===== src/rtl/btb_update_ctrl.sv =====
// BTB write-side controller: buffers resolved-branch updates in a small FIFO and
// drains them to the single BTB write port; runs a full-array invalidate walk on request.
module btb_update_ctrl #(
  parameter int IDX_W      = 3,
  parameter int TAG_W      = 3,
  parameter int TGT_W      = 6,
  parameter int FIFO_DEPTH = 2
) (
  input  logic                     clk,
  input  logic                     rst,
  input  logic                     memory_stall,
  input  logic                     upd_valid,
  input  logic [IDX_W-1:0]         upd_idx,
  input  logic [TAG_W-1:0]         upd_tag,
  input  logic [TGT_W-1:0]         upd_tgt,
  output logic                     upd_ready,
  input  logic                     inv_req,
  output logic                     wr_en,
  output logic [IDX_W-1:0]         wr_idx,
  output logic [TAG_W+TGT_W:0]     wr_data,
  output logic                     busy,
  output logic                     inv_done
);

  localparam int PTR_W = $clog2(FIFO_DEPTH);
  localparam int ENT_W = IDX_W + TAG_W + TGT_W;
  localparam logic [IDX_W-1:0] LAST_IDX = '1;

  typedef enum logic [1:0] {S_IDLE, S_INV, S_DONE} state_t;

  state_t                 state_q, state_d;
  logic [IDX_W-1:0]       cnt_q, cnt_d;
  logic [PTR_W:0]         wptr_q, wptr_d, rptr_q, rptr_d;
  logic [ENT_W-1:0]       mem_q [FIFO_DEPTH];
  logic [ENT_W-1:0]       mem_d [FIFO_DEPTH];
  logic                   wr_en_q, wr_en_d;
  logic [IDX_W-1:0]       wr_idx_q, wr_idx_d;
  logic [TAG_W+TGT_W:0]   wr_data_q, wr_data_d;
  logic                   busy_q, busy_d;
  logic                   inv_done_q, inv_done_d;

  logic                   full, empty, push, flush;
  logic [ENT_W-1:0]       head;

  // Full/empty come from registered pointers only, so upd_ready never depends on a pop.
  assign full  = (wptr_q[PTR_W] != rptr_q[PTR_W]) &&
                 (wptr_q[PTR_W-1:0] == rptr_q[PTR_W-1:0]);
  assign empty = (wptr_q == rptr_q);
  assign push  = upd_valid && !full;
  assign head  = mem_q[rptr_q[PTR_W-1:0]];

  always_comb begin
    state_d    = state_q;
    cnt_d      = cnt_q;
    wptr_d     = wptr_q;
    rptr_d     = rptr_q;
    mem_d      = mem_q;
    wr_en_d    = 1'b0;
    wr_idx_d   = '0;
    wr_data_d  = '0;
    flush      = 1'b0;

    case (state_q)
      S_IDLE, S_DONE: begin
        if (inv_req) begin
          flush   = 1'b1;
          cnt_d   = '0;
          state_d = S_INV;
        end else begin
          state_d = S_IDLE;
          if (state_q == S_IDLE && !empty && !memory_stall) begin
            wr_en_d   = 1'b1;
            wr_idx_d  = head[ENT_W-1 -: IDX_W];
            wr_data_d = {1'b1, head[TAG_W+TGT_W-1:0]};
            rptr_d    = rptr_q + 1'b1;
          end
        end
      end
      S_INV: begin
        if (inv_req) begin
          flush = 1'b1;
          cnt_d = '0;
        end else if (!memory_stall) begin
          wr_en_d  = 1'b1;
          wr_idx_d = cnt_q;
          cnt_d    = cnt_q + 1'b1;
          if (cnt_q == LAST_IDX) state_d = S_DONE;
        end
      end
      default: state_d = S_IDLE;
    endcase

    // Flush discards entries present at this edge; a same-cycle push still lands.
    if (flush) rptr_d = wptr_q;
    if (push) begin
      mem_d[wptr_q[PTR_W-1:0]] = {upd_idx, upd_tag, upd_tgt};
      wptr_d = wptr_q + 1'b1;
    end

    busy_d     = (state_d != S_IDLE) && !(state_q == S_DONE && state_d == S_IDLE);
    inv_done_d = (state_q == S_DONE);
  end

  always_ff @(posedge clk or posedge rst) begin
    if (rst) begin
      state_q    <= S_IDLE;
      cnt_q      <= '0;
      wptr_q     <= '0;
      rptr_q     <= '0;
      for (int unsigned i = 0; i < FIFO_DEPTH; i++) mem_q[i] <= '0;
      wr_en_q    <= 1'b0;
      wr_idx_q   <= '0;
      wr_data_q  <= '0;
      busy_q     <= 1'b0;
      inv_done_q <= 1'b0;
    end else begin
      state_q    <= state_d;
      cnt_q      <= cnt_d;
      wptr_q     <= wptr_d;
      rptr_q     <= rptr_d;
      for (int unsigned i = 0; i < FIFO_DEPTH; i++) mem_q[i] <= mem_d[i];
      wr_en_q    <= wr_en_d;
      wr_idx_q   <= wr_idx_d;
      wr_data_q  <= wr_data_d;
      busy_q     <= busy_d;
      inv_done_q <= inv_done_d;
    end
  end

  assign upd_ready = !full;
  assign wr_en     = wr_en_q;
  assign wr_idx    = wr_idx_q;
  assign wr_data   = wr_data_q;
  assign busy      = busy_q;
  assign inv_done  = inv_done_q;

endmodule


===== config.mk =====
export PLATFORM = sky130hd
export DESIGN_NAME = btb_update_ctrl
export DESIGN_NICKNAME = d
export VERILOG_FILES = /design/src/rtl/btb_update_ctrl.sv
export SDC_FILE = /design/constraint.sdc
export NUM_CORES = 1
export LEC_CHECK = 0
export CAP_MARGIN = 20
export CORE_UTILIZATION = 29
export CTS_BUF_LIST = sky130_fd_sc_hd__clkbuf_4 sky130_fd_sc_hd__clkbuf_8
export DETAILED_ROUTE_END_ITERATION = 12
export PLACE_DENSITY = 0.51
export SETUP_SLACK_MARGIN = 0.3
export SLEW_MARGIN = 20
export SYNTH_ARGS = -nofsm -noshare
export SYNTH_HDL_FRONTEND = slang
export SYNTH_SLANG_ARGS = --single-unit

===== constraint.sdc =====
create_clock -name clk -period 2 [get_ports clk]
set_input_delay 0.3 -clock clk [delete_from_list [all_inputs] [get_ports clk]]
set_output_delay 0.3 -clock clk [all_outputs]
set_load 0.01 [all_outputs]

After elaboration in Yosys (flattened, before gate mapping)
Cells that the tools add are included.
{"block": "totals", "out_inout_bits": 17, "in_bits": 17, "ff_bits": 49}
{"block": "op_classes", "order_cmp": 3, "addsub": 3, "eq_ne": 9, "n_reduce_logical": 21, "mux": 34, "n_bitwise": 2}
{"cell": "$mux W12", "count": 4}
{"cell": "$mux W10", "count": 3}
{"cell": "$bwmux W24", "count": 1}
{"cell": "$mux W3", "count": 7}
{"cell": "$mux W2", "count": 7}
{"cell": "$demux W12 S1", "count": 1}
{"cell": "$pmux W3 S2", "count": 2}
{"cell": "$reduce_bool A2 Y1", "count": 4}
{"cell": "$logic_and A1 B1 Y1", "count": 7}
{"cell": "$mux W1", "count": 7}
{"cell": "$reduce_and A3 Y1", "count": 2}
{"cell": "$add A2 B1 Y2 const B", "count": 2}
{"cell": "$ge A2 B2 Y1 const B", "count": 2}
{"cell": "$logic_not A1 Y1", "count": 4}
{"cell": "$logic_not A2 Y1", "count": 2}
{"cell": "$not A1 Y2", "count": 2}
{"cell": "$pmux W2 S2", "count": 1}
{"cell": "$add A3 B1 Y3 const B", "count": 1}
{"cell": "$eq A3 B3 Y1 const B", "count": 1}
{"cell": "$ne A3 B3 Y1 const B", "count": 1}
{"cell": "$reduce_or A3 Y1", "count": 1}
{"cell": "$eq A2 B1 Y1 const B", "count": 1}
{"cell": "$eq A2 B2 Y1", "count": 1}
{"cell": "$eq A2 B2 Y1 const B", "count": 1}
{"cell": "other kinds (7)", "count": 7}

Depth between registers and ports, before layout
{"block": "logic_depth", "ltp_word": 9, "ltp_mapped": 5}

Least setup slack after synthesis
OpenSTA, ideal clock, no wires.
{"block": "synth_path", "kind": "register to register", "from": "register rptr_q[1]", "to": "register mem_q[0] (netlist bit)", "path_slack_ns": 0.531, "path_buffers": 1, "stages_incl_launch_ff": 5, "required_ns": 1.875, "synth_period_minus_slack_ns": 1.469, "arrival_ns": 1.344, "setup_ns": 0.125, "path_cell_list": "dfrtp_1 > xor2_2 > a21oi_2 > buf_6 > mux2_4"}
{"block": "synth_between", "elab_chain_len": 4}
{"element": "from (decl)", "line": "33", "source": "logic [PTR_W:0] wptr_q, wptr_d, rptr_q, rptr_d;"}
{"element": "from (signal assigned)", "line": "120", "source": "rptr_q <= rptr_d;"}
{"element": "$ne A1 B1 Y1", "line": "46", "source": "assign full = (wptr_q[PTR_W] != rptr_q[PTR_W]) &&"}
{"element": "$logic_and A1 B1 Y1", "line": "46"}
{"element": "$logic_not A1 Y1", "line": "49", "source": "assign push = upd_valid && !full;"}
{"element": "$logic_and A1 B1 Y1", "line": "49"}
{"element": "to (decl)", "line": "34", "source": "logic [ENT_W-1:0] mem_q [FIFO_DEPTH];"}
Every way passes these cells.
A chain may end at the register's enable or synchronous reset.

Worst setup path after layout
{"block": "layout_path", "from": "register wptr_q[1]", "to": "register mem_q[10] (netlist bit)"}
{"block": "layout_between", "elab_chain_len": 4}
{"element": "from (decl)", "line": "33"}
{"element": "from (signal assigned)", "line": "119", "source": "wptr_q <= wptr_d;"}
{"element": "$ne A1 B1 Y1", "line": "46"}
{"element": "$logic_and A1 B1 Y1", "line": "46"}
{"element": "$logic_not A1 Y1", "line": "49"}
{"element": "$logic_and A1 B1 Y1", "line": "49"}
Every way passes these cells.

==> qor_table.md <==
| Parameter | Reported |
|:---|:---|
| Placed cell areas | 2580 um^2 |
| Clk_lat worst skew | 0.30 ns |
| Detailed-route wire length per cell | 13.9 um |
| Post-layout min period | 1.63 ns |
| TritonCTS Sinks | 49 |
| Destination of the critical timing path | mem_q[10] |
| Element type at the critical path start | register |
| Areal power density over the cells | 1240 nW/um^2 |
| Number of optimization iterations in the first detailed-route pass | 4 |
| Gate count after technology mapping | 159 |
| Number of global-route vias before repair | 1,408 |
| Chip Height | 87.2 um |
| Pin count of the biggest net entering global routing | 32 |
| Worst reg2reg path startpoint | wptr_q[1] |
| Number of buffers and inverters on the critical path | 2 |
| Final ANT Viol Nets | 0 |
| Area delta synth->final | 29.2% |
| Total inserted antenna cells | 0 |
| Slowest cell delay on critical path | 0.46 ns |
| Synthesized flop and latch total | 49 |
| Synth Cell Area | 2110 um^2 |
| HPWL reported at the end of detailed placement | 2820 um |
| CP Class | register to register |
| Number of vias per cell after detailed routing | 4.47 |
| Yosys warning count | 0 |
| Async set-or-reset flop fraction in the synthesized netlist | 100% |
| Core Util, Final | 39.4% |
| Top delay family on crit path | flip-flops |
| Syn nets | 178 |
| Total length of routed wires | 4110 um |
| Sequential cell area | 1230 um^2 |
| Slowest-stage cell, CP | sky130_fd_sc_hd__dfrtp_2 |
| Final count of negative-setup-slack endpoints | 0 |
| Starting density of the core | 30.5% |
| Post-route cell area | 2720 um^2 |
| Clk buf depth | 2 |
| Timing-limited maximum frequency | 0.615 GHz |
| CTS root buf | sky130_fd_sc_hd__clkbuf_8 |
| First-pass GRT wire length | 6800 um |
| Final setup skew | 0.00758 ns |
| Critical Path Sink Type | register |
| Depth of the CTS H-tree | 2 |
| Logic depth of the worst setup path including buffers | 5 |
| Ratio of cells with drive above 1 in the final layout | 26.6% |
| Number of distinct library cells after synthesis | 35 |
| Post-synthesis area per instance | 13.2 um^2 |
| Number of flops mapped to enable cells by yosys | 0 |
| Initial antenna violation count | 0 |
| Largest fanout on the critical path | 5 |
| Worst flop-to-flop path endpoint | mem_q[10] |
| Worst supply voltage drop on vdd | 0.000391 V |
| Total I/O pin count | 34 |
| Total Nets Final | 218 |
| Routability congestion estimate from global placement | 0.755 |
| Via count | 1,320 |
| Floorplan core area | 6910 um^2 |
| DRC violations left | 0 |
| Fraction of the cycle the final worst path needs | 81.3% |
| Arrival time at the worst endpoint | 1.81 ns |
| Series of cell instances along the critical path | xor2_2, buf_4, a21oi_2, buf_4, mux2_2 |
| Number of buffers created by CTS | 5 |
| Die boundary width | 87.2 um |
| Hold slack | 0.310 ns |
| Slack of the worst reg-to-reg path | 0.37 ns |
| Overall overflow remaining after global route | 0 |
| Placement Rows | 30 |
| Worst setup path startpoint | wptr_q[1] |
| R2r worst-path depth | 5 |
| Post-synthesis sequential area ratio | 58.2% |
| Unrepaired setup endpoints after global routing | no |
| Primary FF master, synth | sky130_fd_sc_hd__dfrtp_1 |
| Path class of the lowest-slack min-delay path | input pin to asynchronous set/reset pin |
| Actual transition at the worst max-transition pin | 0.488 ns |
| Die Area | 7610 um^2 |
| IO Port Bufs | 33 |
| Leak Pwr | 1.19 nW |
| Count of final hold-check violations | 0 |
| Status | completed |
| Fin. max-slew vios | 0 |
| Clock tree from TritonCTS | built |
| Headroom to the max-slew limit | 67.3% |
| Clock-pin slew on the worst setup and hold paths | 0.09 ns |
| Multi-input gate area in the final layout | 831 um^2 |
| Number of fillers in the final layout | 680 |
| Required time reported for the critical path endpoint | 2.18 ns |
| Starting DRC count in detailed routing | 32 |
| Most prevalent standard cell on the critical path | sky130_fd_sc_hd__buf_4 |
| Global routing usage summed across all routing layers | 11.7% |
| Total Neg Setup Slack | 0 ns |
| Max-Cap Viols | 0 |
## Yosys cell counts, drive strengths merged, types with 2 or more instances
library cell  instances  share of area (%)
dfrtp                49                 58
mux2                 27                 16
nor2                 14                2.5
mux2i                 9                4.3
nand2                 7                1.2
a21oi                 5                1.4
a22o                  5                2.1
buf                   5                1.6
clkbuf                4               0.71
inv                   4               0.71
o21ai                 4                1.1
a22oi                 3                1.1
xnor2                 3                1.2
a21boi                2               0.71
ha                    2                1.2
nor2b                 2               0.59
nor3                  2               0.48
nor4                  2               0.89
xor2                  2                1.2
## flip-flops by register name, indices dropped and copies added, names as in the netlist
register  cells
mem_q        24
wr_data      10
cnt_q         3
wr_idx        3
rptr_q        2
state_q       2
wptr_q        2
busy          1
inv_done      1
wr_en         1
## kinds of logic after synthesis
| family | after synthesis | share of synthesized area (%) |
|---|---|---|
| DFF | 49 | 58.2 |
| muxes | 36 | 20.3 |
| and+or+nand+nor | 31 | 6.83 |
| AOI/OAI and AO/OA | 23 | 7.96 |
| buffers and inverters | 13 | 3.03 |
| xor gates and xnor gates | 5 | 2.44 |
| adders and majority gates | 2 | 1.19 |
## power by group
part           switching, W  internal (W)
Combinational      0.000491      0.000706
Clock              0.000311      0.000364
Sequential         0.000210       0.00129
## final cells by class
type / instances / area share, %
clock buffers: 5 / 2.53
inverters: 4 / 0.552
multi-input cells: 97 / 30.5
flip-flops and latches: 49 / 45.2
clock inverters: 2 / 1.29
well taps: 96 / 4.41
repair buffers: 42 / 15.5
## what timing repair did
| item | 4_1_cts | 5_1_grt |
|---|---|---|
| pin swaps | 1 | 0 |
| buffers inserted | 1 | 2 |
| gates resized for setup | 5 | 1 |
| setup endpoints to repair | 13 | 1 |
| hold buffers | 0 | 0 |
## through the flow
step	total power (W)	instances	setup slack (ns)
2_1_floorplan	0.00235	159	0.527
5_1_grt	0.00360	295	0.300
3_3_place_gp	0.00259	285	0.203
4_1_cts	0.00338	293	0.322
3_5_place_dp	0.00264	285	0.193
6_report	0.00337	295	0.374
## worst register-to-register path: stages, from the launching register on
cell and delay (ns):
sky130_fd_sc_hd__dfrtp_2 0.46, sky130_fd_sc_hd__xor2_2 0.19, sky130_fd_sc_hd__buf_4 0.15, sky130_fd_sc_hd__a21oi_2 0.21
sky130_fd_sc_hd__buf_4 0.17, sky130_fd_sc_hd__mux2_2 0.33
## per-layer routing
metal  vias to the layer above  global-route usage (%)  part of all wire, %
met5                         -                       0                    0
met4                         0                    4.02                  1.2
met3                         6                    2.84                  4.3
met2                        28                    19.1                   47
met1                       657                    15.2                   47
li1                        629                       -                    -
## worst min path at each step
stage	start	end	slack [ns]
finish	rst	mem_q[6]	0.31
global route	rst	mem_q[6]	0.33
CTS	rst	mem_q[6]	0.31
detailed placement	mem_q[23]	mem_q[23]	0.49
global placement	mem_q[23]	mem_q[23]	0.49
floorplan	upd_tgt[0]	mem_q[0]	0.45
## placed cells by master, fill, tap and decap left out, types with 2 or more instances in the layout
cell type / count
sky130_fd_sc_hd__mux2i_1: 9
sky130_fd_sc_hd__mux2_2: 18
sky130_fd_sc_hd__buf_4: 7
sky130_fd_sc_hd__nor2b_1: 2
sky130_fd_sc_hd__buf_12: 2
sky130_fd_sc_hd__inv_1: 3
sky130_fd_sc_hd__a22o_1: 5
sky130_fd_sc_hd__a22oi_1: 3
sky130_fd_sc_hd__clkdlybuf4s50_1: 32
sky130_fd_sc_hd__mux2_4: 9
sky130_fd_sc_hd__nor3_1: 2
sky130_fd_sc_hd__ha_1: 2
sky130_fd_sc_hd__clkbuf_8: 5
sky130_fd_sc_hd__dfrtp_2: 3
sky130_fd_sc_hd__xnor2_1: 2
sky130_fd_sc_hd__nor2_1: 14
sky130_fd_sc_hd__dfrtp_1: 46
sky130_fd_sc_hd__a21boi_0: 2
sky130_fd_sc_hd__nand2_1: 7
sky130_fd_sc_hd__o21ai_0: 2
sky130_fd_sc_hd__a21oi_1: 4
(Power assumes the default switching activity.)
